===== src/rtl/mac_accum_ctrl.sv =====
// rtl/mac_accum_ctrl.sv - accumulator sequencer driving an external combinational adder
module mac_accum_ctrl #(
    parameter int NBIT  = 24,
    parameter int CNT_W = 8
) (
    input  logic             clk,
    input  logic             rst_n,
    input  logic             start,
    input  logic [CNT_W-1:0] num_terms,
    input  logic             prod_valid,
    input  logic [NBIT-1:0]  prod_data,
    output logic             prod_ready,
    output logic [NBIT-1:0]  add_a,
    output logic [NBIT-1:0]  add_b,
    input  logic [NBIT-1:0]  add_sum,
    output logic [NBIT-1:0]  acc_out,
    output logic             done,
    output logic             busy
);

    typedef enum logic [1:0] {
        S_IDLE  = 2'd0,
        S_ACCUM = 2'd1,
        S_DONE  = 2'd2
    } state_t;

    state_t           state;
    logic [NBIT-1:0]  acc;
    logic [CNT_W-1:0] count;

    always_ff @(posedge clk) begin
        if (!rst_n) begin
            state   <= S_IDLE;
            acc     <= '0;
            count   <= '0;
            acc_out <= '0;
        end else begin
            case (state)
                S_IDLE: begin
                    if (start) begin
                        if (num_terms != '0) begin
                            acc   <= '0;
                            count <= num_terms;
                            state <= S_ACCUM;
                        end else begin
                            acc_out <= '0;
                            state   <= S_DONE;
                        end
                    end
                end
                S_ACCUM: begin
                    // a stall simply holds acc/count; start is not looked at here
                    if (prod_valid) begin
                        acc   <= add_sum;
                        count <= count - 1'b1;
                        if (count == {{(CNT_W-1){1'b0}}, 1'b1}) begin
                            acc_out <= add_sum;
                            state   <= S_DONE;
                        end
                    end
                end
                S_DONE:  state <= S_IDLE;
                default: state <= S_IDLE;
            endcase
        end
    end

    // handshake and status come only from the registered state
    assign prod_ready = (state == S_ACCUM);
    assign done       = (state == S_DONE);
    assign busy       = (state == S_ACCUM) || (state == S_DONE);
    assign add_a      = acc;
    assign add_b      = prod_ready ? prod_data : '0;

endmodule


===== config.mk =====
export PLATFORM = sky130hd
export DESIGN_NAME = mac_accum_ctrl
export DESIGN_NICKNAME = d
export VERILOG_FILES = /design/src/rtl/mac_accum_ctrl.sv
export SDC_FILE = /design/constraint.sdc
export NUM_CORES = 1
export LEC_CHECK = 0
export BUFFER_PORTS_ARGS = -buffer_cell sky130_fd_sc_hd__buf_2
export CAP_MARGIN = 0
export CORE_AREA = 3 3 80 82
export CTS_CLUSTER_DIAMETER = 50
export CTS_CLUSTER_SIZE = 12
export DETAILED_ROUTE_END_ITERATION = 12
export DIE_AREA = 0 0 83 85
export HOLD_SLACK_MARGIN = 0.02
export PLACE_DENSITY_LB_ADDON = 0.3
export SLEW_MARGIN = 15
export SYNTH_ARGS = -nofsm -noshare
export SYNTH_HDL_FRONTEND = slang
export SYNTH_SLANG_ARGS = --single-unit

===== constraint.sdc =====
create_clock -name clk -period 3.8 [get_ports clk]
set_clock_uncertainty 0.2 [all_clocks]
set_input_delay 0.95 -clock clk [delete_from_list [all_inputs] [get_ports clk]]
set_output_delay 0.95 -clock clk [all_outputs]
set_load 0.01 [all_outputs]

==> run summary <==
outcome - finished, final reports clean
Clock Pin Slew Worst Setup and Hold Paths - 0.07 ns
1st-iter DRT viols - 214
number of distinct library cells after synthesis - 40
worst slew pin tran - 0.880 ns
Worst setup EP type - flip-flop
crit path launch type - input pin
Pleak - 1.69 nW
met2 GRT Util - 38.0%
total gr overflow - 0
final worst-path cycle share - 72.8%
Starting Density - 48.4%
Req. time, crit path - 3.85 ns
cell-internal power - 1.14 mW
Clock Sinks - 58
Post-Synthesis Mean Instance Area - 8.13 um2
Post-DP HPWL - 6020 um
Core Area - 5820 um2
Worst path max stage delay - 0.57 ns
Post-CTS Setup Repair Bufs - 0
Ports - 135
root buf cell - clkbuf_8
max-cap violations - 0
Worst VDD drop - 0.259 mV
Setup-failing EPs final - 0
CTS tree - built
Slowest cell on crit path - or2_1
Hold Path Stages - 2
cell breakdown of the critical path - buf_2, nor4bb_1, nand3_1, or2_1, o22ai_1
Slew Viols, Final - 0
Mapped Cells - 346
RSZ-0062 raised after global routing - false
largest net degree at the start of global routing - 57
met1 usage - 32.5%
placed inst area - 3480 um2
initial antenna violation count - 0
TritonCTS buffer count - 9
post-cts sizing count - 0
Slew HR - 41.4%
nets@finish - 528
Syn Std Cell Area - 2810 um2
Hold Crit Class - reg2reg
Die Y - 85 um
clock buffer depth - 2
Area Overhead vs Synth - 31.3%
top post-synthesis cells by area - dfxtp_1 (41%), nand2_1 (8.1%), o2111ai_1 (7.5%)
main flop type after synthesis - dfxtp_1
post-cts hold buffer count - 0
Final Hold Vio Count - 0
Clock power frac - 34.2%
achievable frequency - 362 MHz
Post-DRT Antenna Nets - 0
Clock Latency Late Sink - 0.34 ns
most utilized layer in the global route result - met2
top cell type's share of synthesized area - 41.3%
sequential area share after synthesis - 41.3%
Crit path arrival time - 2.82 ns
Pwr Density - 462 nW/um2
n_diodes - 0
GRT Total Usage - 24.2%
vias - 3,131
vias in the first global route - 2,877
Synth area leader - dfxtp_1
via/cell ratio - 5.77
FFs w/ async S/R, synth - 0%
R2R depth - 8
Post-synth EDFFs - 0
share of layout cells above drive strength 1 - 35.9%
WL final - 8790 um
die area - 7060 um2
Yosys Warn Count - 0
critical path class - in2reg
Pre-antenna DRT Iters - 5
num rows - 28
GPL Wtd Cong - 0.779
GRT met3 Usage - 5.24%
H-tree Lvls - 3
first-pass GRT wire length - 13,900 um
design area - 3690 um2
Remaining DRCs - 0
synthesized flop and latch total - 58
Reg power frac - 39.0%
syn nets - 411
die width - 83 um
sw power - 0.563 mW
wire per inst - 16.2 um
input/output buffers - 134
CP max FO - 27
Tmin final - 2.76 ns
setup TNS - 0 ns
Comb pwr share - 26.8%
Sw Share - 33.0%
## final timing paths
kind | from | end | slack (ns)
hold reg to reg | add_a[13] | add_a[13] | 0.27
setup reg to reg | state[1] | count[6] | 1.19
setup / recovery | prod_valid | acc_out[19] | 1.04
hold / removal | add_a[13] | add_a[13] | 0.27
## placed cells by master, fill, tap and decap left out, drive strengths merged, types with 4 or more instances in the layout
cell,instances
a22oi,4
and2,24
a21oi,36
clkbuf,12
dfxtp,58
buf,142
o32ai,6
o21ai,4
o22ai,24
nor2,6
nand3,25
inv,8
ha,5
nand2,61
o2111ai,24
## Yosys cell counts (4+ instances only)
library cell,number
o2111ai_1,24
o22ai_1,24
buf_1,4
clkbuf_1,25
and2_1,24
nand2_1,61
o32ai_1,6
dfxtp_1,58
ha_1,5
nor2_1,6
nand3_1,25
a22oi_1,4
a21oi_1,36
inv_1,8
## layout make-up
type,count,area [um2]
clock inverters,4,50.0
clock buffers,12,155
repair buffers,142,731
multi-input cells,244,1470
inverters,8,30.0
well taps,75,93.8
fillers,528,2120
flip-flops and latches,58,1160
## worst max-delay path, delay by kind of cell
kind | cells | cell delay, ns
AO/OA/AOI/OAI | 1 | 0.30
buffers and inverters | 1 | 0.40
AND/OR/NAND/NOR | 3 | 1.16
## power by group through the flow
| stage | Clock (mW) | Combinational [mW] | Sequential, mW |
|---|---|---|---|
| 6_report | 0.584 | 0.457 | 0.665 |
| 5_1_grt | 0.622 | 0.498 | 0.669 |
| 4_1_cts | 0.587 | 0.451 | 0.665 |
| 3_5_place_dp | 0 | 0.447 | 0.678 |
| 3_3_place_gp | 0 | 0.439 | 0.677 |
| 2_1_floorplan | 0 | 0.303 | 0.676 |
## flip-flops by register name, indices dropped and copies added (netlist names)
| signal | cells |
|---|---|
| acc_out | 24 |
| state | 2 |
| add_a | 24 |
| count | 8 |
## stage by stage
step / hold slack, ns / cells / total power [mW] / util [%] / setup WS (ns)
detailed placement: 0.254 / 527 / 1.13 / 59.9 / 0.763
floorplan: 0.248 / 346 / 0.979 / - / 1.13
finish: 0.266 / 543 / 1.71 / 63.5 / 1.04
global route: 0.278 / 543 / 1.79 / 63.5 / 0.926
CTS: 0.264 / 543 / 1.70 / 63.4 / 1.11
global placement: 0.248 / 527 / 1.12 / 59.9 / 0.841
## logic make-up (layout without fill, tap and decap cells)
family	Yosys count	in the layout	synth area share [%]
multiplexers	1	1	0.400
adder cells (fa/ha/maj)	5	5	2.22
AO/OA/AOI/OAI	106	106	25.5
buffers and inverters	44	166	6.98
flip-flops	58	58	41.3
AND/OR/NAND/NOR	132	132	23.7
## metal layers
layer	vias to the layer above	routed length, um
li1	1491	-
met4	0	116
met3	9	669
met5	-	0
met1	1471	3780
met2	160	4220
No activity file was read; power rests on OpenSTA's default activity.
